### src/rtl/softmax_argmax_reader.sv
// Captures the softmax probability vector on each rising ack edge, then walks it one
// element per cycle using FP32 ordering and reports the winning class index and value.
module softmax_argmax_reader #(
  parameter int DATA_WIDTH  = 32,
  parameter int NUM_CLASSES = 10,
  parameter int IDX_WIDTH   = 4
) (
  input  logic                              clk,
  input  logic                              reset,
  input  logic [DATA_WIDTH*NUM_CLASSES-1:0] vec_in,
  input  logic                              ack_in,
  output logic                              busy,
  output logic                              result_valid,
  output logic [IDX_WIDTH-1:0]              class_idx,
  output logic [DATA_WIDTH-1:0]             max_val
);

  localparam int EXP_W  = 8;
  localparam int MANT_W = DATA_WIDTH - EXP_W - 1;
  localparam logic [IDX_WIDTH-1:0] LAST_IDX = IDX_WIDTH'(NUM_CLASSES - 1);

  typedef enum logic [1:0] {IDLE, SCAN, DONE} state_t;

  state_t                  state_reg, state_next;
  logic                    ack_prev_reg;
  logic                    busy_reg, busy_next;
  logic                    valid_reg, valid_next;
  logic [IDX_WIDTH-1:0]    class_idx_reg, class_idx_next;
  logic [DATA_WIDTH-1:0]   max_val_reg, max_val_next;
  logic [IDX_WIDTH-1:0]    idx_reg, idx_next;
  logic [DATA_WIDTH-1:0]   best_val_reg, best_val_next;
  logic [IDX_WIDTH-1:0]    best_idx_reg, best_idx_next;
  logic                    load_shadow;
  logic                    start;
  logic [DATA_WIDTH-1:0]   cand;
  logic                    cand_wins;

  logic [DATA_WIDTH-1:0]   elem_in    [NUM_CLASSES];
  logic [DATA_WIDTH-1:0]   shadow_reg [NUM_CLASSES];

  // Element 0 sits in the most significant slice of the packed vector.
  for (genvar gi = 0; gi < NUM_CLASSES; gi++) begin : g_unpack
    assign elem_in[gi] = vec_in[DATA_WIDTH*(NUM_CLASSES-gi)-1 -: DATA_WIDTH];
  end

  // True when a is strictly greater than b; a NaN never wins, any number beats a NaN.
  function automatic logic fp_greater(input logic [DATA_WIDTH-1:0] a,
                                      input logic [DATA_WIDTH-1:0] b);
    logic                  a_nan, b_nan, gt;
    logic [DATA_WIDTH-2:0] a_mag, b_mag;
    a_mag = a[DATA_WIDTH-2:0];
    b_mag = b[DATA_WIDTH-2:0];
    a_nan = (&a[DATA_WIDTH-2 -: EXP_W]) && (|a[MANT_W-1:0]);
    b_nan = (&b[DATA_WIDTH-2 -: EXP_W]) && (|b[MANT_W-1:0]);
    if (a_nan)                                  gt = 1'b0;
    else if (b_nan)                             gt = 1'b1;
    else if (a_mag == '0 && b_mag == '0)        gt = 1'b0;
    else if (a[DATA_WIDTH-1] != b[DATA_WIDTH-1]) gt = ~a[DATA_WIDTH-1];
    else if (!a[DATA_WIDTH-1])                  gt = (a_mag > b_mag);
    else                                        gt = (a_mag < b_mag);
    return gt;
  endfunction

  assign start     = ack_in & ~ack_prev_reg;
  assign cand      = shadow_reg[idx_reg];
  assign cand_wins = fp_greater(cand, best_val_reg);

  always_comb begin
    state_next     = state_reg;
    busy_next      = busy_reg;
    valid_next     = 1'b0;
    class_idx_next = class_idx_reg;
    max_val_next   = max_val_reg;
    idx_next       = idx_reg;
    best_val_next  = best_val_reg;
    best_idx_next  = best_idx_reg;
    load_shadow    = 1'b0;
    case (state_reg)
      IDLE: begin
        if (start) begin
          load_shadow   = 1'b1;
          best_val_next = elem_in[0];
          best_idx_next = '0;
          idx_next      = IDX_WIDTH'(1);
          busy_next     = 1'b1;
          state_next    = SCAN;
        end
      end
      SCAN: begin
        if (cand_wins) begin
          best_val_next = cand;
          best_idx_next = idx_reg;
        end
        if (idx_reg == LAST_IDX) begin
          class_idx_next = best_idx_next;
          max_val_next   = best_val_next;
          valid_next     = 1'b1;
          busy_next      = 1'b0;
          state_next     = DONE;
        end else begin
          idx_next = idx_reg + IDX_WIDTH'(1);
        end
      end
      DONE: state_next = IDLE;
      default: state_next = IDLE;
    endcase
  end

  always_ff @(posedge clk) begin
    if (reset) begin
      state_reg     <= IDLE;
      ack_prev_reg  <= 1'b0;
      busy_reg      <= 1'b0;
      valid_reg     <= 1'b0;
      class_idx_reg <= '0;
      max_val_reg   <= '0;
      idx_reg       <= '0;
      best_val_reg  <= '0;
      best_idx_reg  <= '0;
    end else begin
      state_reg     <= state_next;
      ack_prev_reg  <= ack_in;
      busy_reg      <= busy_next;
      valid_reg     <= valid_next;
      class_idx_reg <= class_idx_next;
      max_val_reg   <= max_val_next;
      idx_reg       <= idx_next;
      best_val_reg  <= best_val_next;
      best_idx_reg  <= best_idx_next;
    end
  end

  // Shadow copy is pure datapath; it is only read while SCAN is active.
  always_ff @(posedge clk) begin
    if (load_shadow) shadow_reg <= elem_in;
  end

  assign busy         = busy_reg;
  assign result_valid = valid_reg;
  assign class_idx    = class_idx_reg;
  assign max_val      = max_val_reg;

endmodule

### config.mk
export PLATFORM = sky130hd
export DESIGN_NAME = softmax_argmax_reader
export DESIGN_NICKNAME = d
export VERILOG_FILES = /design/src/rtl/softmax_argmax_reader.sv
export SDC_FILE = /design/constraint.sdc
export NUM_CORES = 1
export LEC_CHECK = 0
export ABC_AREA = 1
export BUFFER_PORTS_ARGS = -buffer_cell sky130_fd_sc_hd__clkbuf_2
export CAP_MARGIN = 20
export CELL_PAD_IN_SITES_DETAIL_PLACEMENT = 0
export CELL_PAD_IN_SITES_GLOBAL_PLACEMENT = 1
export CORE_ASPECT_RATIO = 0.8
export CORE_MARGIN = 2
export CORE_UTILIZATION = 30
export CTS_CLUSTER_DIAMETER = 200
export DETAILED_ROUTE_END_ITERATION = 7
export PLACE_DENSITY = 0.7
export SLEW_MARGIN = 30
export SYNTH_ARGS = -nofsm -noshare
export SYNTH_HDL_FRONTEND = slang
export SYNTH_SLANG_ARGS = --single-unit
### constraint.sdc
create_clock -name clk -period 23.4 [get_ports clk]
set_input_delay 1.17 -clock clk [delete_from_list [all_inputs] [get_ports clk]]
set_output_delay 1.17 -clock clk [all_outputs]
set_load 0.005 [all_outputs]
# [After elaboration in Yosys (flattened, before gate mapping)]
# Cells that the tools add are included.
[word_totals] register_bits=401 latch_bits=0 mem_bits_rw=0 mem_bits_ro=0 out_inout_bits=38 wordCells=77 memories=0
[op_classes] add_sub_neg=1 n_mul=0 div_mod_pow=0 n_lt_le_gt_ge=3 eq_ne=6 shifts=0 muxes=26 bitwise_logic=5 reduce_logical=17
[op_table] cell="$bmux 32 s4" count=1
[op_table] cell="$mux 32" count=4
[op_table] cell="$pmux 32 s2" count=1
[op_table] cell="$logic_not 31->1" count=2
[op_table] cell="$reduce_or 23->1" count=2
[op_table] cell="$gt 31x31->1" count=1
[op_table] cell="$lt 31x31->1" count=1
[op_table] cell="$mux 4" count=4
[op_table] cell="$pmux 4 s2" count=2
[op_table] cell="$reduce_and 8->1" count=2
[op_table] cell="$mux 1" count=10
[op_table] cell="$ne 2x2->1 const B" count=3
[op_table] cell="$reduce_and 2->1" count=3
[op_table] cell="$reduce_and 3->1" count=2
[op_table] cell="$ge 5x5->1 const B" count=1
[op_table] cell="$not 4->5" count=1
[op_table] cell="$add 4x1->4 const B" count=1
[op_table] cell="$eq 4x4->1 const B" count=1
[op_table] cell="$mux 2" count=2
[op_table] cell="$pmux 2 s2" count=1
[op_table] cell="$logic_and 1x1->1" count=3
[op_table] cell="$not 1->1" count=3
[op_table] cell="$eq 2x1->1 const B" count=1
[op_table] cell="$logic_not 2->1" count=1
[op_table] cell="other kinds (5)" count=5

# [Longest topological paths before layout]
# Gate-level depths: netlist of run 1.
[depth] depth_word=12 ltp_mapped=31 ltp_nobuf=27

# [Worst setup path before layout of run 1]
# No wires, ideal clock.
[synth_path] path_kind="input to register" from="in ack_in" to="reg shadow_reg[0] in the netlist's numbering (enable)" setup_ps=812 arrival_time_ps=10595 t_required_ps=22588 path_slack_ps=11993 cell_stages=3 n_path_buf=1 path_cell_list="inv_1 > nor4_1 > clkbuf_1"
[synth_via] elab_chain_len=3
[synth_lines] element="start, declared" line_no="11" rtl="input logic ack_in,"
[synth_lines] element="$and 1x1->1" line_no="64" rtl="assign start = ack_in & ~ack_prev_reg;"
[synth_lines] element="$mux 1" line_no="80" rtl="if (start) begin"
[synth_lines] element="$mux 1" line_no="78" rtl="case (state_reg)"
[synth_lines] element="named net load_shadow" line_no="33" rtl="logic load_shadow;"
[synth_lines] element="end signal, assigned" line_no="135" rtl="if (load_shadow) shadow_reg <= elem_in;"
[synth_lines] element="end, declared" line_no="39" rtl="logic [DATA_WIDTH-1:0] shadow_reg [NUM_CLASSES];"
# The timed path passes the listed nets, and every way through them passes these cells.
# A chain may end at the register's enable or synchronous reset.

# [Worst setup path in the final report of run 1]
[layout_path] from="reg idx_reg[0]" to="reg best_val_reg[14]"
[layout_via] elab_chain_len=12 elab_cells_between_ends=20 classes_between="order compare: 2; eq/ne: 1; mux: 10; bitwise: 2; reduce/logical: 5"
[layout_lines] element="start, declared" line_no="30" rtl="logic [IDX_WIDTH-1:0] idx_reg, idx_next;"
[layout_lines] element="start signal, assigned" line_no="127" rtl="idx_reg <= idx_next;"
[layout_lines] element="$not 4->5 (implied by the code) (*)" line_no="65" rtl="assign cand = shadow_reg[idx_reg];"
[layout_lines] element="$bmux 32 s4 (*)" line_no="65"
[layout_lines] element="$mux 32 (implied by the code) (*) (2 in series)" line_no="65"
[layout_lines] element="$gt 31x31->1 / $lt 31x31->1 (equally long branches)" line_no="59, 60"
[layout_lines] element="$mux 1" line_no="59" rtl="else if (!a[DATA_WIDTH-1]) gt = (a_mag > b_mag);"
[layout_lines] element="$mux 1" line_no="58" rtl="else if (a[DATA_WIDTH-1] != b[DATA_WIDTH-1]) gt = ~a[DATA_WIDTH-1];"
[layout_lines] element="$mux 1" line_no="57" rtl="else if (a_mag == '0 && b_mag == '0) gt = 1'b0;"
[layout_lines] element="$mux 1" line_no="56" rtl="else if (b_nan) gt = 1'b1;"
[layout_lines] element="$mux 1" line_no="55" rtl="if (a_nan) gt = 1'b0;"
[layout_lines] element="$mux 32 (*)" line_no="90" rtl="if (cand_wins) begin"
[layout_lines] element="$pmux 32 s2 (*)" line_no="78"
[layout_lines] element="end signal, assigned" line_no="128" rtl="best_val_reg <= best_val_next;"
[layout_lines] element="end, declared" line_no="31" rtl="logic [DATA_WIDTH-1:0] best_val_reg, best_val_next;"
# Every way passes the cells marked *; elsewhere a longest branch is shown, timed or not. The select of a mux whose other input is x is not followed.

==> results_dict.tcl, run 1 <==
set metrics [dict create \
    post-route-drc-count 0 \
    synth.distinct_cells 33 \
    seq_area_um2 11200 \
    ios 361 \
    slowest_stage "buf_6" \
    p_per_area_nw_per_um2 85.2 \
    period_needed_ps 5360 \
    wl_met1_um 27600 \
    min_to "best_idx_reg[0]" \
    fillers 5967 \
    syn_nets 2226 \
    rsz0062_at_grt "false" \
    drt-pass1-iter-count 5 \
    finalCritPeriodShare 0.229 \
    cts.repair.resized 0 \
    cts_tree "yes" \
    crit_top_cell "nand2_1" \
    start_util 0.305 \
    clockBufferDepth 3 \
    ant_nets 0 \
    final.setup.tns_ps 0 \
    post_cts_buffers 0 \
    chipWidth_um 276 \
    multi_input_area_um2 5490 \
    io_buffer_count 360 \
    yosys_warnings 0 \
    hold_depth 2 \
    grt_pass1_wl_um 92500 \
    drt-total-wl_um 63000 \
    cp_max_fo 100 \
    synthesis.area_um2 17800 \
    via_per_inst 4.85 \
    htree_levels 2 \
    vias 14500 \
    setup_viol 0 \
    cts_hold_buf 0 \
    worst_pin_slew_ps 1020 \
    rows 79 \
    ys_seq_area_frac 0.631 \
    crit_required_ps 23880 \
    synth_cells 1870 \
    routedWlPerCell_um 21.0 \
    ys_ff_latch 401 \
    area_delta_synth_final_pct 22.2 \
    drv_slew 0 \
    r2r-end "best_val_reg[14]" \
    top_layer "met5" \
    criticalPathCategory "reg2reg" \
    coreArea_um2 58400 \
    finalHoldViolCount 0 \
    r2r_cells 24 \
    dp.final_hpwl_um 44600 \
    numCtsBuffers 44 \
    fp.dieArea_um2 61300 \
    drt_iter0_markers 1408 \
    vdd_drop_max_v 0.0000661 \
    crit_path_max_incr_delay_ps 650 \
    gp_congestion 0.934 \
    cap_viol_max_count 0 \
    largest_reg_flops 320 \
    critPathLaunchType "flip-flop" \
    final_cell_mix "nand2_1, clkbuf_2, edfxtp_1" \
    antenna_found_initial 5 \
    finClkSkew_ps 33.5 \
    p_leak_nw 9.42 \
    grt_max_degree 163 \
    die_y_um 222 \
    clk_pin_slew_worst_paths_ps 60 \
    min_from "best_idx_reg[0]" \
    max_freq_mhz 187 \
    fin_nets 2552 \
    slew_headroom 0.318 \
    fin_total_pwr_w 0.00185 \
    synth_area_per_cell_um2 9.51 \
    cp.arrival_ps 5840 \
    status "completed" \
    first_global_vias 14500 \
    timing.rr.start "idx_reg[0]" \
    track_usage 0.202 \
    reg2reg_slack_ps 18040 \
    grt_overflow 0 \
    clock_sinks 401 \
    route.met2.wl_um 28500 \
    met3WireLength_um 5160 \
    hp-class "reg2reg" \
    path_cells "inv_6, buf_6, nand2_1, nand3_1, nand3_1, nand3_1, nand2_1, ha_1, inv_1, nor2_1, nand3_1, nor4_1, nand2_1, nand2_1, nand2_1, nand2_1, nand2_1, inv_1, o21ai_2, nand2_2, nand2_4, nand2_1, nand3_1, a21oi_1" \
    drive_gt1_frac 0.206 \
    worstSkewPairLatency_ps 580 \
    endpoint_kind "flip-flop" \
    cts_root_buffer "clkbuf_16" \
    crit_start "idx_reg[0]" \
    mostFrequentLayoutCell "nand2_1" \
]
[worst max-delay path: cells and delay by family, from the launching register on]
kind | cells | cell delay, ps
buf+inv | 4 | 1110
fa+ha+maj | 1 | 400
simple gates | 17 | 2980
compound gates | 2 | 210
flops | 1 | 360
[stage by stage]
step / instances / cell area [um2] / hold WS [ps] / setup WS (ps) / utilization
after floorplan: 1870 / 17800 / 445 / 11990 / -
after global placement: 2918 / 20300 / 450 / 17520 / 0.347
after detailed placement: 2918 / 20300 / 455 / 17520 / 0.347
after CTS: 2996 / 21700 / 465 / 17490 / 0.372
after global routing: 2999 / 21700 / 486 / 17440 / 0.372
final: 2999 / 21700 / 465 / 18040 / 0.372
[layout make-up]
type                    count  area share
diodes                      2    0.000230
clock buffers              50      0.0536
clock inverters            28      0.0125
inverters                 164      0.0285
multi-input cells        1206       0.252
flip-flops and latches    401       0.517
well taps                 769      0.0443
repair buffers            379      0.0914
[Yosys cell counts]
master    count  area, um2
nand2_4       1       11.3
nand4_1      35        219
o21ai_0      67        335
dfxtp_1      81       1620
nand2_2       1       6.26
nor3_2        1       10.0
o22ai_1       1       6.26
nand3_2       1       10.0
o31ai_1       1       7.51
o21a_1        2       15.0
edfxtp_1    320       9610
buf_6         4       45.0
nor4b_1       1       8.76
nand2_1     608       2280
inv_1       157        589
buf_1         4       15.0
buf_4         7       52.6
o21bai_1      1       7.51
o211ai_1      1       7.51
clkbuf_1     45        169
o221ai_1      1       8.76
ha_1         33        413
nand3_1     258       1290
inv_2         2       7.51
buf_2        39        195
nor4_1        5       31.3
o21ai_2       1       8.76
nor2_1      118        443
and2_1        1       6.26
nor3_1        8       40.0
clkinv_1      5       18.8
o21ai_1       6       30.0
a21oi_1      54        270
[worst max-delay path by stage]
stage,slack (ps),end
after floorplan,11990,shadow_reg[0]
after global placement,17520,best_val_reg[29]
after detailed placement,17520,best_val_reg[25]
after CTS,17490,best_val_reg[14]
after global routing,17440,best_val_reg[10]
final,18040,best_val_reg[14]
[report_power, final]
| part | internal, W | total [W] | switching [W] |
|---|---|---|---|
| logic | 0.0000913 | 0.000314 | 0.000222 |
| registers | 0.000821 | 0.000834 | 0.0000135 |
| clock network | 0.000412 | 0.000704 | 0.000292 |
| total | 0.00132 | 0.00185 | 0.000528 |
[logic make-up after synthesis]
kind of cell    synth area share
simple gates               0.245
compound gates            0.0392
buf+inv                   0.0614
flops                      0.631
fa+ha+maj                 0.0232
[layer usage]
| layer | vias to the layer above | GRT usage |
|---|---|---|
| li1 | 6918 | - |
| met1 | 6980 | 0.270 |
| met2 | 549 | 0.322 |
| met3 | 80 | 0.0515 |
| met4 | 6 | 0.0640 |
| met5 | - | 0 |
Power figures use the tool's default switching activity.
==> inputs of run 2 (changes only) <==
Clock period 23.4 ns to 5 ns, I/O delays scaled along.
==> results_dict.tcl, run 2 (synthesized netlist as in run 1, its figures left out) <==
set metrics [dict create \
    status "completed" \
    critPathLaunchType "flip-flop" \
    fin_nets 2883 \
    htree_levels 2 \
    finClkSkew_ps 19.7 \
    final_cell_mix "nand2_1, clkbuf_2, dlygate4sd3_1" \
    vdd_drop_max_v 0.000317 \
    drv_slew 0 \
    slew_headroom 0.312 \
    place_ws_ps 598 \
    vias 16100 \
    cap_viol_max_count 0 \
    dp.final_hpwl_um 45900 \
    track_usage 0.221 \
    period_needed_ps 4530 \
    grt_pass1_wl_um 102000 \
    power.share.sequential 0.434 \
    chipWidth_um 276 \
    coreArea_um2 58400 \
    drt-total-wl_um 68800 \
    crit_required_ps 5440 \
    p_per_area_nw_per_um2 358 \
    clk_pin_slew_worst_paths_ps 60 \
    max_freq_mhz 221 \
    comb_power_share 0.189 \
    area_delta_synth_final_pct 41.0 \
    clockPowerShare 0.377 \
    slowest_stage "inv_6" \
    mostFrequentLayoutCell "nand2_1" \
    setup_viol 0 \
    clock_sinks 401 \
    fp.dieArea_um2 61300 \
    switchingPower_w 0.00257 \
    die_y_um 222 \
    drt-pass1-iter-count 5 \
    cts_root_buffer "clkbuf_16" \
    p_int_w 0.00641 \
    routedWlPerCell_um 20.6 \
    drive_gt1_frac 0.183 \
    worst_pin_slew_ps 1030 \
    crit_path_max_incr_delay_ps 450 \
    ios 361 \
    rsz0062_at_grt "false" \
    fillers 5602 \
    criticalPathCategory "reg2reg" \
    clockBufferDepth 3 \
    cts_tree "yes" \
    cp.arrival_ps 4970 \
    hp-class "in2reg" \
    io_buffer_count 360 \
    post-route-drc-count 0 \
    placed_area_um2 20400 \
    rows 79 \
    swShare 0.286 \
    ant_nets 0 \
    drt_iter0_markers 1415 \
    largest_reg_flops 320 \
    finalHoldViolCount 0 \
    cp_top_family "simple AND/OR/NAND/NOR gates" \
    antenna_found_initial 6 \
    numCtsBuffers 45 \
    final_cell_area_um2 25100 \
    crit_top_cell "nand2_1" \
    first_global_vias 16100 \
    gp_congestion 0.931 \
    p_leak_nw 10.8 \
    fin_total_pwr_w 0.00899 \
    cp_max_fo 84 \
    setup_ws_ps 471 \
    start_util 0.305 \
    finalCritPeriodShare 0.906 \
    grt_overflow 0 \
    worstSkewPairLatency_ps 590 \
    endpoint_kind "flip-flop" \
    cp.buffers_inverters 3 \
    via_per_inst 4.83 \
    final.setup.tns_ps 0 \
    grt_max_degree 166 \
]
[run 2: changes by cell type in the layout (fill, tap and decap cells not counted), sizes merged, moves of 3 or more]
cell         delta
buf             +9
diode           +3
clkinv          -8
dlygate4sd3   +321
clkbuf         +11
inv             +3
[run 2: worst paths after layout]
path / cells after the start / end / slack, ps / startpoint
worst max-delay path: 26 / best_val_reg[25] / 470 / idx_reg[0]
worst max register to register: 26 / best_val_reg[25] / 470 / idx_reg[0]
worst min-delay path: 3 / ack_prev_reg / 260 / reset
worst min register to register: 2 / best_idx_reg[3] / 470 / best_idx_reg[3]
[run 2: worst register-to-register path: cells and delay by family (launching register included)]
family,cells,cell delay [ps]
simple gates,20,2720
buf+inv,3,990
flops,1,380
fa+ha+maj,1,170
compound gates,2,110
[run 2: layout make-up]
cell class,instances,area (um2),share of cell area
sequential,401,11200,0.448
multi-input combinational,1206,5490,0.219
timing repair buffer,709,5300,0.211
clock buffer,61,1210,0.0484
tap,769,962,0.0384
inverter,164,621,0.0247
clock inverter,21,248,0.00988
antenna,5,12.5,0.000499
[run 2: power by group through the flow]
stage	clock [W]	combinational, W	sequential [W]
after CTS	0.00346	0.00169	0.00390
after floorplan	0	0.000929	0.00397
final	0.00339	0.00170	0.00390
after global placement	0	0.00147	0.00397
after global routing	0.00358	0.00188	0.00392
after detailed placement	0	0.00147	0.00397
[run 2: stage by stage]
step | instances | hold slack (ps) | util
2_1_floorplan | 1870 | 349 | -
3_3_place_gp | 2928 | 429 | 0.349
3_5_place_dp | 2928 | 429 | 0.349
4_1_cts | 3331 | 237 | 0.429
5_1_grt | 3334 | 270 | 0.429
6_report | 3336 | 257 | 0.429
[run 2: what timing repair did]
action	in CTS	in global routing
hold buffers	321	0
setup buffers	0	0
endpoints found under the hold margin	321	0
gates resized for setup	0	0
[run 2: per-layer routing]
layer  global-route usage  wire (um)
met1                0.295      30100
met2                0.355      31200
met3               0.0473       5120
met4               0.0802       2410
met5                    0         12
==> inputs of run 3 (changes only) <==
Settings changed: ABC_AREA 1 to not set, PLACE_DENSITY 0.7 to 0.66.
==> results_dict.tcl, run 3 <==
set metrics [dict create \
    via_per_inst 5.10 \
    htree_levels 2 \
    finalCritPeriodShare 0.919 \
    min_to "shadow_reg[277]" \
    period_needed_ps 4590 \
    p_leak_nw 9.48 \
    synth.largest_area_cell "edfxtp_1" \
    fillers 5269 \
    hold_depth 1 \
    worstSkewPairLatency_ps 550 \
    endpoint_kind "flip-flop" \
    antenna_found_initial 8 \
    synth_area_per_cell_um2 14.5 \
    post_cts_buffers 0 \
    numCtsBuffers 42 \
    clk_pin_slew_worst_paths_ps 60 \
    fp.dieArea_um2 60800 \
    mostFrequentLayoutCell "clkbuf_2" \
    drt-pass1-iter-count 6 \
    p_per_area_nw_per_um2 350 \
    r2r-end "max_val[8]" \
    setup_viol 0 \
    gp_congestion 0.861 \
    drv_slew 0 \
    layout.cells.non_filler 2689 \
    dp.final_hpwl_um 41700 \
    dpl.cell_count 2286 \
    finalHoldViolCount 0 \
    setup_ws_ps 406 \
    fin_nets 2238 \
    min_from "vec_in[277]" \
    yosys_warnings 0 \
    track_usage 0.195 \
    finClkSkew_ps 19.6 \
    final.setup.tns_ps 0 \
    critPathLaunchType "flip-flop" \
    chipWidth_um 275 \
    drt_iter0_markers 1276 \
    synthTopCellsByCount "edfxtp_1, dfxtp_1, nor2_1, inv_1, clkbuf_1" \
    hp-class "in2reg" \
    vias 13700 \
    worst_pin_slew_ps 804 \
    area_delta_synth_final_pct 41.7 \
    max_freq_mhz 218 \
    clockBufferDepth 3 \
    syn_nets 1575 \
    synthesis.area_um2 17600 \
    drt-total-wl_um 61000 \
    cp.arrival_ps 5020 \
    criticalPathCategory "reg2reg" \
    ys_seq_area_frac 0.637 \
    rsz0062_at_grt "false" \
    reg2reg_slack_ps 410 \
    synth_area_leaders "edfxtp_1, dfxtp_1, mux4_2" \
    clock_sinks 401 \
    grt_max_degree 144 \
    cts_tree "yes" \
    r2r_cells 15 \
    synth_cells 1219 \
    start_util 0.304 \
    post-route-drc-count 0 \
    drive_gt1_frac 0.311 \
    cp_max_fo 36 \
    crit_required_ps 5430 \
    slew_headroom 0.462 \
    status "completed" \
    synth-edff-count 320 \
    cts_root_buffer "clkbuf_16" \
    ant_nets 0 \
    synth.most_common_cell "edfxtp_1" \
    ys_ff_latch 401 \
    synthArstFlopShare 0 \
    cap_viol_max_count 0 \
    largest_reg_flops 320 \
    synth.distinct_cells 61 \
    place_ws_ps 341 \
    synth_flop_cell "edfxtp_1" \
    grt_pass1_wl_um 88900 \
    first_global_vias 14300 \
    grt_overflow 0 \
    routedWlPerCell_um 22.7 \
    rows 79 \
    synth_top_area_share 0.545 \
    io_buffer_count 360 \
    coreArea_um2 58100 \
    final_core_util 0.430 \
    timing.rr.start "idx_reg[0]" \
    die_y_um 221 \
    final_cell_mix "clkbuf_2, dlygate4sd3_1, edfxtp_1" \
    vdd_drop_max_v 0.000387 \
    ios 361 \
]
## run 3: cell count changes in the layout (fill, tap and decap cells not counted), moves of 48 or more
cell and change:
o22ai_1 +48, inv_1 -96, nand2_1 -591, nand3_1 -256
nor2_1 -49, o21ai_0 -62, mux2_2 +53
## run 3: worst max-delay path by stage
| stage | from | end | slack, ps |
|---|---|---|---|
| CTS | idx_reg[0] | max_val[8] | 350 |
| finish | idx_reg[0] | max_val[8] | 410 |
| global route | idx_reg[0] | max_val[8] | 40 |
| detailed placement | idx_reg[0] | max_val[8] | 340 |
| floorplan | state_reg[1] | best_val_reg[23] | 860 |
| global placement | idx_reg[0] | max_val[8] | 440 |
## run 3: kinds of logic (layout without fill, tap and decap cells)
logic type | after synthesis | after routing | share of synthesized area
AO/OA/AOI/OAI | 265 | 265 | 0.118
XOR/XNOR | 2 | 2 | 0.000993
adder cells (fa/ha/maj) | 33 | 33 | 0.0234
buffers and inverters | 157 | 853 | 0.0430
flip-flops | 401 | 401 | 0.637
multiplexers | 125 | 125 | 0.102
other | 0 | 5 | 0
AND/OR/NAND/NOR | 236 | 236 | 0.0757
## run 3: stage by stage
stage	area, um2	hold WS [ps]	power (W)
6_report	25000	35.5	0.00875
5_1_grt	25000	35.0	0.00909
3_3_place_gp	20300	427	0.00532
3_5_place_dp	20300	429	0.00534
2_1_floorplan	17600	349	0.00485
4_1_cts	24900	32.7	0.00882
## run 3: per-layer routing
metal,up-vias,global-route usage,wire length [um]
li1,6226,-,-
met1,6791,0.253,25300
met2,612,0.332,29800
met3,92,0.0394,4490
met4,6,0.0481,1350
met5,-,0,37
## run 3: cell type report
class                           instances  area (um2)  share of cell area
Timing Repair Buffer                  717        5440               0.218
Tap cell                              769         962              0.0385
Sequential cell                       401       11200               0.449
Inverter                               59         221             0.00886
Clock inverter                         28         270              0.0108
Multi-Input combinational cell        661        5710               0.228
Clock buffer                           49        1150              0.0460
Antenna cell                            5        12.5            0.000500
## run 3: worst max-delay path: stages (launching register included)
cell,delay [ps]
dfxtp_4,470
buf_12,300
mux4_2,580
nor2_1,140
o32a_1,380
inv_1,80
ha_1,290
nand4_1,130
a21oi_1,60
o31ai_1,460
a21boi_0,210
o21bai_1,220
o21ba_1,440
nor3_4,130
buf_12,200
a2111oi_0,340
## run 3: repair_timing
action                                  CTS  global route
hold endpoints to repair                320             0
endpoints found under the setup margin    0             1
hold buffers                            320             0
resized for setup                         0             1
## run 3: power breakdown
| group | internal [W] | total [W] | switching, W |
|---|---|---|---|
| combinational | 0.000716 | 0.00155 | 0.000836 |
| clock | 0.00191 | 0.00325 | 0.00134 |
| sequential | 0.00384 | 0.00395 | 0.000109 |
| total | 0.00647 | 0.00875 | 0.00229 |
